[config.mk]
export PLATFORM = sky130hd
export DESIGN_NAME = mem_test_seq
export DESIGN_NICKNAME = d
export VERILOG_FILES = /design/src/rtl/mem_test_pkg.sv /design/src/rtl/mem_access_timer.sv /design/src/rtl/mem_test_seq.sv
export SDC_FILE = /design/constraint.sdc
export NUM_CORES = 1
export LEC_CHECK = 0
export ABC_CLOCK_PERIOD_IN_PS = 2800
export BUFFER_PORTS_ARGS = -buffer_cell sky130_fd_sc_hd__buf_4
export CORE_MARGIN = 2
export CORE_UTILIZATION = 45
export CTS_CLUSTER_DIAMETER = 30
export CTS_CLUSTER_SIZE = 20
export DETAILED_ROUTE_END_ITERATION = 8
export PLACE_DENSITY = 0.67
export SLEW_MARGIN = 20
export SYNTH_ARGS = -nofsm -noshare
export SYNTH_HDL_FRONTEND = slang
export SYNTH_SLANG_ARGS = --single-unit
[constraint.sdc]
create_clock -name clk -period 2.8 [get_ports clk]
set_clock_uncertainty 0.1 [all_clocks]
set_input_delay 0.14 -clock clk [delete_from_list [all_inputs] [get_ports clk]]
set_output_delay 0.14 -clock clk [all_outputs]
set_load 0.1 [all_outputs]
[src/rtl/mem_test_pkg.sv]
// Shared constants for the memory-test sequencer and its datapath: state codes,
// pass count and the last address of the 32K sweep.
package mem_test_pkg;

  localparam int unsigned NUM_PASSES = 4;
  localparam logic [14:0] ADDR_LAST  = 15'h7FFF;

  // ST_READ is also the datapath's compare qualifier
  typedef enum logic [2:0] {
    ST_IDLE   = 3'b000,
    ST_WSETUP = 3'b001,
    ST_WLOAD  = 3'b010,
    ST_WRITE  = 3'b011,
    ST_READ   = 3'b100,
    ST_RSETUP = 3'b101,
    ST_RLOAD  = 3'b110,
    ST_NEXT   = 3'b111
  } state_e;

  function automatic logic is_access(input state_e s);
    return (s == ST_WRITE) || (s == ST_READ);
  endfunction

endpackage

[src/rtl/mem_access_timer.sv]
// Wait counter for one memory access: loaded with the extra wait count on entry,
// counts down to zero; flags the last and next-to-last cycles of the access.
module mem_access_timer (
  input  logic       clk,
  input  logic       rst_n,
  input  logic       load_i,
  input  logic [3:0] wait_i,
  output logic       last_o,
  output logic       penult_o
);

  logic [3:0] cnt_q;
  logic [3:0] cnt_d;

  always_comb begin
    cnt_d = cnt_q;
    if (load_i) begin
      cnt_d = wait_i;
    end else if (cnt_q != '0) begin
      cnt_d = cnt_q - 4'd1;
    end
  end

  always_ff @(posedge clk or negedge rst_n) begin
    if (!rst_n) begin
      cnt_q <= '0;
    end else begin
      cnt_q <= cnt_d;
    end
  end

  assign last_o   = (cnt_q == 4'd0);
  assign penult_o = (cnt_q == 4'd1);

endmodule

[src/rtl/mem_test_seq.sv]
// Sequencer for the 32K x 16 memory test: runs write/read-compare passes, drives
// the datapath load strobes and RAM strobes, reports busy/complete/fail.
module mem_test_seq
  import mem_test_pkg::*;
#(
  parameter int unsigned NUM_PASSES  = mem_test_pkg::NUM_PASSES,
  parameter int unsigned WAIT_CYC    = 0,
  parameter bit          STOP_ON_ERR = 1'b0
) (
  input  logic       clk,
  input  logic       rst,
  input  logic       start,
  input  logic       done,
  input  logic       finish,
  input  logic       error,
  output logic       loadA,
  output logic       loadD,
  output logic [2:0] pass,
  output logic [2:0] state,
  output logic       we_n,
  output logic       oe_n,
  output logic       busy,
  output logic       complete,
  output logic       fail
);

  localparam logic [3:0] WaitCnt   = 4'(WAIT_CYC);
  localparam logic       EntryLast = (WAIT_CYC == 0);

  state_e     state_q;
  logic [2:0] pass_q;
  logic       loadA_q;
  logic       loadD_q;
  logic       we_n_q;
  logic       oe_n_q;
  logic       busy_q;
  logic       complete_q;
  logic       fail_q;

  logic       tmr_load;
  logic       tmr_last;
  logic       tmr_penult;

  assign tmr_load = (state_q == ST_WLOAD) || (state_q == ST_RLOAD);

  mem_access_timer u_timer (
    .clk      (clk),
    .rst_n    (rst),
    .load_i   (tmr_load),
    .wait_i   (WaitCnt),
    .last_o   (tmr_last),
    .penult_o (tmr_penult)
  );

  // Strobes are registered, so loadA for the final access cycle is decided on
  // the edge that enters that cycle; done is stable for the whole access.
  always_ff @(posedge clk or negedge rst) begin
    if (!rst) begin
      state_q    <= ST_IDLE;
      pass_q     <= '0;
      loadA_q    <= 1'b0;
      loadD_q    <= 1'b0;
      we_n_q     <= 1'b1;
      oe_n_q     <= 1'b1;
      busy_q     <= 1'b0;
      complete_q <= 1'b0;
      fail_q     <= 1'b0;
    end else begin
      loadA_q <= 1'b0;
      loadD_q <= 1'b0;
      if (STOP_ON_ERR && (state_q != ST_IDLE) && error) begin
        state_q    <= ST_IDLE;
        we_n_q     <= 1'b1;
        oe_n_q     <= 1'b1;
        busy_q     <= 1'b0;
        complete_q <= 1'b0;
        fail_q     <= 1'b1;
      end else begin
        unique case (state_q)
          ST_IDLE: begin
            if (start && !finish) begin
              state_q    <= ST_WSETUP;
              loadA_q    <= 1'b1;
              busy_q     <= 1'b1;
              complete_q <= 1'b0;
              fail_q     <= 1'b0;
            end
          end
          ST_WSETUP: begin
            state_q <= ST_WLOAD;
            loadD_q <= 1'b1;
          end
          ST_WLOAD: begin
            state_q <= ST_WRITE;
            we_n_q  <= 1'b0;
            loadA_q <= EntryLast && !done;
          end
          ST_WRITE: begin
            if (tmr_last) begin
              we_n_q <= 1'b1;
              if (done) begin
                state_q <= ST_RSETUP;
                loadA_q <= 1'b1;
              end else begin
                state_q <= ST_WLOAD;
                loadD_q <= 1'b1;
              end
            end else begin
              loadA_q <= tmr_penult && !done;
            end
          end
          ST_RSETUP: begin
            state_q <= ST_RLOAD;
            loadD_q <= 1'b1;
          end
          ST_RLOAD: begin
            state_q <= ST_READ;
            oe_n_q  <= 1'b0;
            loadA_q <= EntryLast && !done;
          end
          ST_READ: begin
            if (tmr_last) begin
              oe_n_q <= 1'b1;
              if (done) begin
                state_q <= ST_NEXT;
                pass_q  <= pass_q + 3'd1;
              end else begin
                state_q <= ST_RLOAD;
                loadD_q <= 1'b1;
              end
            end else begin
              loadA_q <= tmr_penult && !done;
            end
          end
          ST_NEXT: begin
            if (finish) begin
              state_q    <= ST_IDLE;
              busy_q     <= 1'b0;
              complete_q <= 1'b1;
              fail_q     <= error;
            end else begin
              state_q <= ST_WSETUP;
              loadA_q <= 1'b1;
            end
          end
          default: begin
            state_q <= ST_IDLE;
            busy_q  <= 1'b0;
          end
        endcase
      end
    end
  end

  assign loadA    = loadA_q;
  assign loadD    = loadD_q;
  assign pass     = pass_q;
  assign state    = state_q;
  assign we_n     = we_n_q;
  assign oe_n     = oe_n_q;
  assign busy     = busy_q;
  assign complete = complete_q;
  assign fail     = fail_q;

  a_strobe_excl: assert property (@(posedge clk) disable iff (!rst) !(!we_n_q && !oe_n_q));
  a_load_excl:   assert property (@(posedge clk) disable iff (!rst) !(loadA_q && loadD_q));
  a_busy:        assert property (@(posedge clk) disable iff (!rst) busy_q == (state_q != ST_IDLE));
  a_access:      assert property (@(posedge clk) disable iff (!rst)
                                  (!we_n_q || !oe_n_q) |-> is_access(state_q));
  a_finish:      assert property (@(posedge clk) disable iff (!rst)
                                  finish |-> (pass_q == 3'(NUM_PASSES)));

endmodule

After elaboration in Yosys (flattened, before gate mapping)
Index checks and enable logic that the tools add are counted.
{ "totals": {"ff_bits": 17, "inputBits": 6, "out_inout_bits": 13} }
{ "op_classes": {"n_addsub": 2, "eq_ne": 12, "n_mux": 29, "n_reduce_logical": 20} }
{ "op_table": {"columns": ["op", "count"], "rows": [
  ["$pmux W3 S8", 1],
  ["$mux W1", 15],
  ["$eq A3 B3 Y1 const B", 4],
  ["$mux W3", 4],
  ["$pmux W1 S2", 6],
  ["$reduce_and A3 Y1", 3],
  ["$mux W4", 2],
  ["$ne A2 B2 Y1 const B", 4],
  ["$reduce_bool A2 Y1", 4],
  ["$eq A3 B2 Y1 const B", 2],
  ["$reduce_or A2 Y1", 3],
  ["$pmux W1 S5", 1],
  ["$eq A4 B1 Y1 const B", 1],
  ["$logic_not A4 Y1", 1],
  ["$reduce_and A2 Y1", 2],
  ["$reduce_bool A4 Y1", 1],
  ["$sub A4 B1 Y4 const B", 1],
  ["$add A3 B1 Y3 const B", 1],
  ["$eq A3 B1 Y1 const B", 1],
  ["$logic_not A3 Y1", 1],
  ["$logic_and A1 B1 Y1", 2],
  ["$logic_not A1 Y1", 2],
  ["$logic_or A1 B1 Y1", 1]
]} }

Depth between registers and ports, before layout
{ "depth": {"word_depth": 4, "mapped_depth": 6} }

Modules after synthesis
From an unflattened synthesis, not the netlist that was laid out.
{ "hier_totals": {"cells_unflattened": 95, "hier_area_um2": 949.7} }
{ "by_module_without_submodules": {"columns": ["mod", "instances", "cells_each", "area_per_inst_um2", "seq_area_each_um2"], "rows": [
  ["mem_test_seq", 1, 71, 693.2, 327.8],
  ["mem_access_timer", 1, 24, 256.5, 100.1]
]} }

Least setup slack after synthesis
No wires, ideal clock.
{ "synth_timing": {"path_type": "register to register", "from": "register state_q[2], in the netlist state[2]", "to": "register pass_q[1], in the netlist pass[1]", "arrival_ns": 1.795, "setup_slack_ns": 0.779, "stages_incl_launch_ff": 4, "period_less_slack_ns": 2.021, "path_cell_list": "dfrtp_1 > nor3b_2 > nand3_4 > mux2_4"} }
{ "synth_between": {"elab_chain_cells": 2} }
{ "synth_rtl": {"columns": ["element", "line", "rtl"], "rows": [
  ["from (decl)", "mem_test_seq.sv:30", "state_e state_q;"],
  ["from (signal assigned)", "mem_test_seq.sv:59", "state_q <= ST_IDLE;"],
  ["from (signal assigned)", "mem_test_seq.sv:72", "state_q <= ST_IDLE;"],
  ["from (signal assigned)", "mem_test_seq.sv:82", "state_q <= ST_WSETUP;"],
  ["$eq A3 B3 Y1", "mem_test_seq.sv:79", "unique case (state_q)"],
  ["$reduce_and A3 Y1 (no line)", null, null],
  ["to (signal assigned)", "mem_test_seq.sv:126", "pass_q <= pass_q + 3'd1;"],
  ["to (decl)", "mem_test_seq.sv:31", "logic [2:0] pass_q;"]
]} }
Every way passes these cells.
A chain may end at the register's enable or synchronous reset.

Worst setup path after layout
{ "layout_timing": {"from": "register u_timer.cnt_q[0]", "to": "register pass_q[1], in the netlist pass[1]"} }
{ "layout_between": {"elab_chain_cells": 2} }
{ "layout_rtl": {"columns": ["element", "line", "rtl"], "rows": [
  ["from (decl)", "mem_access_timer.sv:12", "logic [3:0] cnt_q;"],
  ["from (signal assigned)", "mem_access_timer.sv:28", "cnt_q <= cnt_d;"],
  ["$logic_not A4 Y1", "mem_access_timer.sv:32", "assign last_o = (cnt_q == 4'd0);"],
  ["$reduce_and A3 Y1 (no line)", null, null]
]} }
Every way passes these cells.

==> flow_metrics.py <==
metrics = {
    "die": {
        "start_util": 0.482,
        "core_mm2": 0.00198,
        "die_w_um": 50.1,
        "num_io_pins": 19,
        "dieArea_mm2": 0.00251,
        "placementRows": 16,
        "die_y_um": 50.1,
    },
    "drt": {
        "wl_met2_um": 814,
        "drt_iter0_markers": 13,
        "viasPerCell": 5.45,
        "antenna_left": 0,
        "wl_um": 1800,
        "m1WireLength_um": 880,
        "routedWlPerCell_um": 13.3,
        "top_layer": "met4",
        "vias": 741,
        "wl_met3_um": 93,
        "drc": 0,
        "firstDrtPassIters": 4,
    },
    "yosys": {
        "synth_top_area_frac": 0.393,
        "synthCells": 91,
        "synth_top_flop_cell": "dfrtp_1",
        "syn-num-nets": 101,
        "synth_top_cells_by_area": "dfrtp_1 39%, dfstp_2 5.5%, ha_1 5.2%",
        "yosysMostFrequentCell": "dfrtp_1",
        "synth-edff-count": 0,
        "synth.cell_area_um2": 956,
        "ys_seq_area_frac": 0.448,
        "yosysTopAreaCell": "dfrtp_1",
        "synth_cell_types": 39,
        "synthTopCellsByCount": "15 x dfrtp_1, 7 x nor2_1, 6 x a21oi_1, 5 x nor2b_1",
        "ys_seq_elements": 17,
        "async_flop_share": 1.00,
        "avgSynthCellArea_um2": 10.5,
        "yosys_warnings": 0,
    },
    "timing": {
        "timing.final.hold_violations": 0,
        "max_freq_mhz": 532,
        "finalSetupTns_ns": 0,
        "slew_headroom": 0.645,
        "drv_slew": 0,
        "min_period_over_period": 0.671,
        "tightest_slew_ns": 0.533,
        "min_period_ns": 1.88,
        "finalSetupViolCount": 0,
        "grt_setup_unrepaired": "false",
    },
    "clocking": {
        "cts_root_buf": "clkbuf_4",
        "htree_levels": 1,
        "postCtsSetupBuffers": 0,
        "cts.clk_slew.worst_paths_ns": 0.10,
        "ctsHoldBuffers": 1,
        "cts_resized": 0,
        "worstSkewPairLatency_ns": 0.29,
        "cts.sinks": 17,
        "cts-root-to-sink-buffers": 2,
        "cts_made_buffers": 3,
        "cts_tree": "done",
    },
    "global_route": {
        "grt_usage": 0.173,
        "grt_pass1_vias": 747,
        "antenna_found_initial": 0,
        "grt_max_degree": 18,
        "grt_pass1_wl_um": 3310,
        "grt_overflow": 0,
    },
    "critical_path": {
        "cp.required_ns": 2.89,
        "cp-start-kind": "flip-flop",
        "cp-end-kind": "flip-flop",
        "critPathMaxFanout": 9,
        "cp_data_arrival_time_ns": 1.96,
        "critPathKind": "reg2reg",
    },
    "placement": {
        "dp_hpwl_um": 1280,
        "port_buffers": 18,
        "gp_congestion": 0.715,
    },
    "final_layout": {
        "num_antenna_cells": 0,
        "fin_nets": 120,
        "drive_above_1_share": 0.294,
        "syn2layout_area_growth_pct": 19.2,
    },
    "run": {
        "max-cap-violations": 0,
    },
    "worst_hold_path": {
        "hold_class": "in2reg",
    },
    "status": {
        "outcome": "completed",
    },
}
[state kept, by name (all words and copies together), names as in the netlist]
signal         count
busy               1
complete           1
fail               1
loadA              1
loadD              1
oe_n               1
pass               3
state              3
u_timer.cnt_q      4
we_n               1
[cell type report]
class                      count  area, um2
clock buffer                   3       22.5
clock inverter                 1       5.00
fill                         175        842
inverter                       3       11.3
multi-input combinational     66        494
sequential                    17        428
tap                           27       33.8
timing repair buffer          19        145
[final timing paths]
kind | startpoint | endpoint | slack, ns | cells past startpoint
max in group asynchronous | rst | oe_n | 2.20 | 2
worst min register to register | pass[2] | pass[2] | 0.38 | 1
worst min-delay path | error | fail | 0.07 | 3
min in group asynchronous | rst | u_timer.cnt_q[0] | 0.14 | 2
worst max register to register | u_timer.cnt_q[0] | pass[1] | 0.92 | 5
worst max-delay path | u_timer.cnt_q[0] | pass[1] | 0.92 | 5
[cells in the final DEF (no fill, tap or decap), types with 3 or more instances in the layout]
master,synthesis,routed
nand2_1,4,4
nand2b_1,3,3
clkbuf_4,0,3
dfrtp_1,15,15
nor2b_1,5,5
o21ai_1,3,3
nor2_1,7,7
ha_1,4,4
buf_4,0,18
a21oi_1,6,6
xnor2_1,4,4
nor3_1,4,4
inv_1,3,3
[cell families after synthesis]
family,after synthesis,share of synthesized area
AND/OR/NAND/NOR,35,0.249
AO/OA/AOI/OAI,21,0.153
flip-flops,17,0.448
buffers and inverters,8,0.0353
XOR/XNOR,4,0.0366
adder cells (fa/ha/maj),4,0.0524
multiplexers,2,0.0262
[critical path, stage by stage (launching register included)]
cell and delay [ns]:
dfrtp_1 0.41, inv_1 0.12, ha_1 0.22, nor3b_4 0.45, nand3_4 0.15, mux2_4 0.31
[per-stage QoR]
stage / instance area, um2 / instances / hold WS, ns / util / setup WS (ns)
4_1_cts: 1140 / 136 / 0.0732 / 0.575 / 0.909
5_1_grt: 1140 / 136 / 0.0937 / 0.575 / 0.808
2_1_floorplan: 956 / 91 / -0.256 / - / 0.779
3_3_place_gp: 1100 / 131 / -0.0797 / 0.556 / 1.01
6_report: 1140 / 136 / 0.0727 / 0.575 / 0.922
3_5_place_dp: 1100 / 131 / -0.0824 / 0.556 / 0.927
[metal layers]
layer  vias up  global-route usage
li1        362                   -
met1       360               0.239
met3         2              0.0576
met2        17               0.259
met5         -                   0
met4         0              0.0417
Power is not shown: default switching activity piles up to over one toggle a cycle in this logic, so the estimate is an artifact.
